<file path="config.mk">
export PLATFORM = sky130hd
export DESIGN_NAME = hazard_ctrl_mc
export DESIGN_NICKNAME = d
export VERILOG_FILES = /design/src/rtl/hazard_ctrl_mc_pkg.sv /design/src/rtl/hazard_ctrl_mc_mc_stall.sv /design/src/rtl/hazard_ctrl_mc.sv
export SDC_FILE = /design/constraint.sdc
export NUM_CORES = 1
export LEC_CHECK = 0
export BUFFER_PORTS_ARGS = -buffer_cell sky130_fd_sc_hd__buf_2
export CORE_MARGIN = 8
export CORE_UTILIZATION = 40
export CTS_CLUSTER_DIAMETER = 60
export CTS_CLUSTER_SIZE = 30
export DETAILED_ROUTE_END_ITERATION = 12
export PLACE_DENSITY = 0.77
export SLEW_MARGIN = 10
export SYNTH_ARGS = -nofsm -noshare
export SYNTH_HDL_FRONTEND = slang
export SYNTH_HIERARCHICAL = 1
export SYNTH_SLANG_ARGS = --single-unit
</file>
<file path="constraint.sdc">
create_clock -name clk -period 3.4 [get_ports clk]
set_clock_uncertainty 0.15 [all_clocks]
set_input_delay 0.34 -clock clk [delete_from_list [all_inputs] [get_ports clk]]
set_output_delay 0.34 -clock clk [all_outputs]
set_load 0.1 [all_outputs]
</file>
<file path="src/rtl/hazard_ctrl_mc_pkg.sv">
// Shared encodings for the pipeline hazard controller: forwarding selects,
// the load marker bit in ResultSrc, and the multi-cycle FSM state type.
package hazard_pkg;

    localparam logic [1:0] FWD_RF = 2'b00;
    localparam logic [1:0] FWD_W  = 2'b01;
    localparam logic [1:0] FWD_M  = 2'b10;

    localparam int RESULTSRC_LOAD_BIT = 0;

    typedef enum logic {
        MC_IDLE,
        MC_BUSY
    } mc_state_t;

endpackage

</file>
<file path="src/rtl/hazard_ctrl_mc_mc_stall.sv">
// Multi-cycle execute occupancy tracker: an op of latency N seen in E at cycle t
// asserts mcStall for cycles t..t+N-2; the first stall cycle is combinational from McStartE.
module mc_stall_ctrl
    import hazard_pkg::*;
#(
    parameter int LAT_W = 4
) (
    input  logic             clk,
    input  logic             reset,
    input  logic             McStartE,
    input  logic [LAT_W-1:0] McLatE,
    output logic             mcStall,
    output logic             McBusy
);

    mc_state_t        r_state;
    logic [LAT_W-1:0] r_cnt;
    int               w_lat;

    assign w_lat = 32'(McLatE);

    always_ff @(posedge clk) begin
        if (reset) begin
            r_state <= MC_IDLE;
            r_cnt   <= '0;
        end else begin
            case (r_state)
                MC_IDLE: begin
                    // N==2 needs only the combinational first-cycle stall
                    if (McStartE && w_lat >= 3) begin
                        r_cnt   <= McLatE - LAT_W'(3);
                        r_state <= MC_BUSY;
                    end
                end
                MC_BUSY: begin
                    if (r_cnt == '0) begin
                        r_state <= MC_IDLE;
                    end else begin
                        r_cnt <= r_cnt - LAT_W'(1);
                    end
                end
                default: r_state <= MC_IDLE;
            endcase
        end
    end

    assign McBusy  = (r_state == MC_BUSY);
    assign mcStall = McBusy || (McStartE && w_lat >= 2);

endmodule

</file>
<file path="src/rtl/hazard_ctrl_mc.sv">
// Hazard unit for the 5-stage core: M/W forwarding, load-use stall, branch flush, mul/div stall.
// HAZARD_PERF_EN adds 32-bit event counters for lw/mc stalls and branch flushes.
module hazard_ctrl_mc
    import hazard_pkg::*;
#(
    parameter int REG_AW   = 5,
    parameter int LAT_W    = 4,
    parameter bit FWD_W_EN = 1'b1
) (
    input  logic              clk,
    input  logic              reset,
    input  logic [REG_AW-1:0] Rs1D,
    input  logic [REG_AW-1:0] Rs2D,
    input  logic [REG_AW-1:0] Rs1E,
    input  logic [REG_AW-1:0] Rs2E,
    input  logic [REG_AW-1:0] RdE,
    input  logic [REG_AW-1:0] RdM,
    input  logic [REG_AW-1:0] RdW,
    input  logic              RegWriteE,
    input  logic              RegWriteM,
    input  logic              RegWriteW,
    input  logic [1:0]        ResultSrcE,
    input  logic              PCSrcE,
    input  logic              McStartE,
    input  logic [LAT_W-1:0]  McLatE,
    output logic              StallF,
    output logic              StallD,
    output logic              StallE,
    output logic              FlushD,
    output logic              FlushE,
    output logic              FlushM,
    output logic [1:0]        ForwardAE,
    output logic [1:0]        ForwardBE,
    output logic              McBusy
`ifdef HAZARD_PERF_EN
    ,
    output logic [31:0]       PerfLwStall,
    output logic [31:0]       PerfMcStall,
    output logic [31:0]       PerfFlush
`endif
);

    logic w_mc_stall;
    logic w_mc_busy;
    logic w_lw_stall;
    logic w_branch;
    logic w_unused;

    mc_stall_ctrl #(.LAT_W(LAT_W)) u_mc (
        .clk      (clk),
        .reset    (reset),
        .McStartE (McStartE),
        .McLatE   (McLatE),
        .mcStall  (w_mc_stall),
        .McBusy   (w_mc_busy)
    );

    function automatic logic [1:0] fwd_sel(input logic [REG_AW-1:0] rs);
        if (rs != '0 && rs == RdM && RegWriteM)
            return FWD_M;
        else if (FWD_W_EN && rs != '0 && rs == RdW && RegWriteW)
            return FWD_W;
        else
            return FWD_RF;
    endfunction

    assign w_lw_stall = ResultSrcE[RESULTSRC_LOAD_BIT] && RegWriteE && (RdE != '0) &&
                        ((Rs1D == RdE) || (Rs2D == RdE));
    // E holds the mul/div in these cases, so a branch indication there is bogus
    assign w_branch   = PCSrcE && !McStartE && !w_mc_busy;
    assign w_unused   = ^ResultSrcE;

    always_comb begin
        StallF    = 1'b0;
        StallD    = 1'b0;
        StallE    = 1'b0;
        FlushD    = 1'b0;
        FlushE    = 1'b0;
        FlushM    = 1'b0;
        ForwardAE = FWD_RF;
        ForwardBE = FWD_RF;
        if (reset) begin
            FlushD = 1'b1;
            FlushE = 1'b1;
            FlushM = 1'b1;
        end else begin
            ForwardAE = fwd_sel(Rs1E);
            ForwardBE = fwd_sel(Rs2E);
            if (w_mc_stall) begin
                StallF = 1'b1;
                StallD = 1'b1;
                StallE = 1'b1;
                FlushM = 1'b1;
            end else if (w_lw_stall) begin
                StallF = 1'b1;
                StallD = 1'b1;
                FlushE = 1'b1;
            end else if (w_branch) begin
                FlushD = 1'b1;
                FlushE = 1'b1;
            end
        end
    end

    assign McBusy = w_mc_busy && !reset;

`ifdef HAZARD_PERF_EN
    logic w_lw_win;
    logic w_mc_win;
    logic w_br_win;

    assign w_mc_win = w_mc_stall;
    assign w_lw_win = !w_mc_stall && w_lw_stall;
    assign w_br_win = !w_mc_stall && !w_lw_stall && w_branch;

    always_ff @(posedge clk) begin
        if (reset) begin
            PerfLwStall <= '0;
            PerfMcStall <= '0;
            PerfFlush   <= '0;
        end else begin
            if (w_lw_win) PerfLwStall <= PerfLwStall + 32'd1;
            if (w_mc_win) PerfMcStall <= PerfMcStall + 32'd1;
            if (w_br_win) PerfFlush   <= PerfFlush + 32'd1;
        end
    end
`endif

    a_no_branch_in_mc: assert property (@(posedge clk) disable iff (reset)
        !(PCSrcE && (McStartE || w_mc_busy)));

endmodule

</file>
# Word level (Yosys, flattened, before mapping)
# Cells that the tools add are included.
# W data, S select, Z words.
# word_totals
out_inout_bits	11
wordCells	66
ram_bits	0
latchBits	0
mem_count	0
regBits	5
romBits	0
# classes
n_shift	0
order_cmp	2
muxes	25
n_div	0
reduce_logical	26
add_sub_neg	2
n_eq_ne	8
mul	0
bitwise	1
# op_table
operator	n
$eq A5 B5 Y1	6
$mux W1	17
$logic_and A1 B1 Y1	16
$reduce_bool A5 Y1	3
$ge A4 B2 Y1 const B	2
$mux W2	4
$mux W4	2
$pmux W4 S2	1
$logic_not A4 Y1	1
$sub A4 B1 Y4 const B	1
$sub A4 B2 Y4 const B	1
$logic_not A1 Y1	3
$logic_or A1 B1 Y1	2
$ne A2 B1 Y1 const B	1
$ne A2 B2 Y1 const B	1
$pmux W1 S2	1
$reduce_and A2 Y1	1
$not A1 Y1	1

# Longest topological paths before layout
# depth
word_depth	7
depth_mapped	7
mapped_depth_nobuf	7

# By module
# Netlist, hierarchy kept.
# modules_own_cells
mod	cells_each	area_each_um2	instances
hazard_ctrl_mc	66	531.8	1
mc_stall_ctrl	40	360.3	1

# Worst setup path before layout
# Ideal clock, no wire load.
# synth_path
path_type	input to output
startpoint	in McLatE[0]
endpoint	out StallF
t_required_ps	2910
arrival_ps	3563
path_slack_ps	-653
path_stages	7
path_cell_list	inv_1 > ha_1 > o41ai_1 > nand2_1 > nor2b_1 > o21bai_1 > buf_4
# synth_via
elab_chain_len	5
# synth_lines
item	line_no	rtl
start, declared	hazard_ctrl_mc.sv:25	input logic [LAT_W-1:0] McLatE,
$ge A4 B2 Y1	hazard_ctrl_mc_mc_stall.sv:48	assign mcStall = McBusy || (McStartE && w_lat >= 2);
$logic_and A1 B1 Y1	hazard_ctrl_mc_mc_stall.sv:48	
$logic_or A1 B1 Y1	hazard_ctrl_mc_mc_stall.sv:48	
named net w_mc_stall	hazard_ctrl_mc.sv:43	logic w_mc_stall;
$mux W1 (2 in series)	-	
end, declared	hazard_ctrl_mc.sv:26	output logic StallF,
# The timed path passes the listed nets, and every way through them passes these cells.

# Final worst setup path
# layout_path
startpoint	in McLatE[0]
endpoint	out FlushD
# layout_via
elab_chain_len	5
# layout_lines
item	line_no	rtl
$ge A4 B2 Y1	hazard_ctrl_mc_mc_stall.sv:48	
$logic_and A1 B1 Y1	hazard_ctrl_mc_mc_stall.sv:48	
$logic_or A1 B1 Y1	hazard_ctrl_mc_mc_stall.sv:48	
named net w_mc_stall	hazard_ctrl_mc.sv:43	
$mux W1	hazard_ctrl_mc.sv:89	if (w_mc_stall) begin
$mux W1	hazard_ctrl_mc.sv:82	if (reset) begin
end, declared	hazard_ctrl_mc.sv:29	output logic FlushD,
# The timed path passes the listed nets, and every way through them passes these cells.

==> metrics.yaml <==
synth_ff_type: "dfxtp_1"
wl_um: 2640
rsz0062_at_grt: "false"
setup_viol: 0
worstMarginPinSlew_ps: 511
p_seq_share_pct: 22.0
cpMaxStageDelayCell: "nor4b_1"
syn2layout_area_growth_pct: 38.0
cp_cell_sequence: "buf_2 > inv_1 > ha_1 > o41ai_1 > nand2_1 > nor4b_1 > a21oi_1 > a21bo_1 > buf_2"
synth.ff_latch_count: 5
drtIter0Drc: 32
drv_slew: 0
clk_pin_slew_ps: 40
timing.final.ws_setup_ps: 453
antenna_found_initial: 0
n_antenna_cell: 0
cts_hold_buffers: 0
numClockSinks: 5
fin_crit_sh_pct: 86.7
cts_setup_buffers: 0
drive_above_1_share_pct: 46.1
avgSynthCellArea_sq_um: 8.42
grt_pass1_vias: 1102
p_int_mw: 0.191
initial_utilization_pct: 41.1
pwr-share-comb_pct: 59.4
cp_data_arrival_time_ps: 2460
critPathKind: "primary input to output pin"
yosys.cell_types.count: 34
final_antenna_net_count: 0
synth_edf_count: 0
critPathLaunchType: "primary input"
hold_viol_final: 0
dp.cells: 189
holdPathStages: 2
worstHoldStart: "reset"
yosysWarningCount: 6
power_switching_share_pct: 46.0
place.gp.congestion: 0.774
clock_path_buffers: 2
placementRows: 17
vdd_ir_drop_max_uv: 124
p_per_area_mw_per_mm2: 288
fp.dieArea_sq_mm: 0.00400
crit_path_end_kind: "output pin"
port_buffers: 57
clockPowerShare_pct: 18.6
reg2reg_depth: 6
max_stage_delay_ps: 510
cts_resized: 0
firstDrtPassIters: 4
syn_inst: 106
die_w_um: 63.2
slew_headroom_pct: 65.5
worst_skew_pair.late_latency_ps: 230
vias_per_cell: 5.15
whs_endpoint: "u_mc/r_cnt[3]$_SDFFE_PP0P_"
r2r_slack_ps: 1830
power.leakage_nw: 0.565
cap_violations: 0
grt-ovfl-total: 0
cpLargestDelayFamily: "simple AND/OR/NAND/NOR gates"
fmax_mhz: 339
grt_usage_pct: 13.2
syn-cell-area_sq_um: 892
grt_pass1_wl_um: 4510
cts-htree-levels: 1
avgRoutedWirePerCell_um: 13.7
stdcell_count: 193
numCtsBuffers: 3
dp_hpwl_um: 2370
drc: 0
crit_top_cell: "buf_2"
outcome: "completed"
period_minus_slack_ps: 2950
core-area_sq_mm: 0.00217
worstHoldPathType: "primary input to flop"
synth_nets: 158
io_pins: 59
reg2reg_to: "u_mc/r_cnt[2]$_SDFFE_PP0P_"
path_buf_inv: 3
async_flop_share_pct: 0
via_count: 994
dp_slack_ps: 433
critical_path.max_fanout: 4
required_ps: 2910
cts_tree: "yes"
r2r_start: "u_mc/r_cnt[0]$_SDFFE_PP0P_"
fin_nets: 218
grt_max_degree: 15
synth.yosys.seq_area_share_pct: 11.2
root_buffer: "clkbuf_4"
die_h_um: 63.2
p_switching_mw: 0.163
==> kinds of logic (layout without fill, tap and decap cells) <==
group	after synthesis	in the layout	share of synthesized area, %
AND/OR/NAND/NOR	36	36	27.5
multiplexers	3	3	3.37
AO/OA/AOI/OAI	19	19	17.7
adder cells (fa/ha/maj)	4	4	5.61
flip-flops	5	5	11.2
buffers and inverters	8	67	4.21
XOR/XNOR	31	31	30.4
==> through the flow <==
step / area (sq um) / TNS (ps) / hold WS [ps] / utilization, % / power (mW)
2_1_floorplan: 900 / -99.3 / 252 / - / 0.226
3_3_place_gp: 1200 / 0 / 339 / 55.5 / 0.283
3_5_place_dp: 1200 / 0 / 346 / 55.5 / 0.290
4_1_cts: 1230 / 0 / 294 / 56.7 / 0.359
5_1_grt: 1230 / 0 / 309 / 56.7 / 0.383
6_report: 1230 / 0 / 298 / 56.7 / 0.354
==> metal layers <==
layer	wire, um	GRT usage [%]	vias up
li1	-	-	504
met4	0	5.01	0
met3	158	4.06	0
met2	1420	25.1	35
met5	0	0	-
met1	1070	13.1	455
==> worst max path at each step <==
stage	cells after the start	slack, ps	from	endpoint
final	9	450	McLatE[0]	FlushD
after global routing	9	290	McLatE[0]	FlushD
after CTS	9	430	McLatE[0]	FlushD
after detailed placement	9	430	McLatE[0]	FlushD
after global placement	9	550	McLatE[0]	FlushD
after floorplan	7	-100	McLatE[0]	StallF
==> cell usage in the layout (no fill, tap or decap), types with 3 or more instances in the layout <==
cell,count
a21oi_1,3
buf_2,57
clkbuf_4,3
dfxtp_1,5
ha_1,4
inv_1,6
mux2i_1,3
nand2_1,4
nand4_1,3
nor2_1,6
nor2b_1,5
nor4_2,4
xnor2_1,14
xor2_1,17
==> synthesized netlist by cell type, types with 2 or more instances <==
| master | number | share of area, % |
|---|---|---|
| xor2_1 | 17 | 17 |
| xnor2_1 | 14 | 14 |
| inv_1 | 6 | 2.5 |
| nor2_1 | 6 | 2.5 |
| nor2b_1 | 6 | 4.2 |
| dfxtp_1 | 5 | 11 |
| ha_1 | 4 | 5.6 |
| nand2_1 | 4 | 1.7 |
| nor4_2 | 4 | 5.6 |
| a21oi_1 | 3 | 1.7 |
| mux2i_1 | 3 | 3.4 |
| nand4_1 | 3 | 2.1 |
| a22oi_1 | 2 | 1.7 |
| buf_4 | 2 | 1.7 |
| nand3_1 | 2 | 1.1 |
| nor2_4 | 2 | 2.5 |
| nor3_1 | 2 | 1.1 |
| o31ai_1 | 2 | 1.7 |
| or2_2 | 2 | 1.4 |
| or4_1 | 2 | 1.7 |
| or4_4 | 2 | 2.5 |
==> flip-flops by register name, indices dropped and copies added (netlist names) <==
name and flops:
u_mc/McBusy 1, u_mc/r_cnt 4
==> power groups by stage <==
stage	clock network, mW	logic [mW]	registers [mW]
2_1_floorplan	0	0.152	0.0742
3_3_place_gp	0	0.204	0.0784
3_5_place_dp	0	0.211	0.0787
4_1_cts	0.0700	0.211	0.0778
5_1_grt	0.0759	0.228	0.0788
6_report	0.0659	0.210	0.0779
==> area by class of cell <==
cell class	instances	area (sq um)
clock buffers	4	26.3
fillers	224	938
inverters	6	22.5
multi-input cells	93	762
flip-flops and latches	5	100
well taps	28	35.0
repair buffers	57	285
No activity file was read; power rests on OpenSTA's default activity.
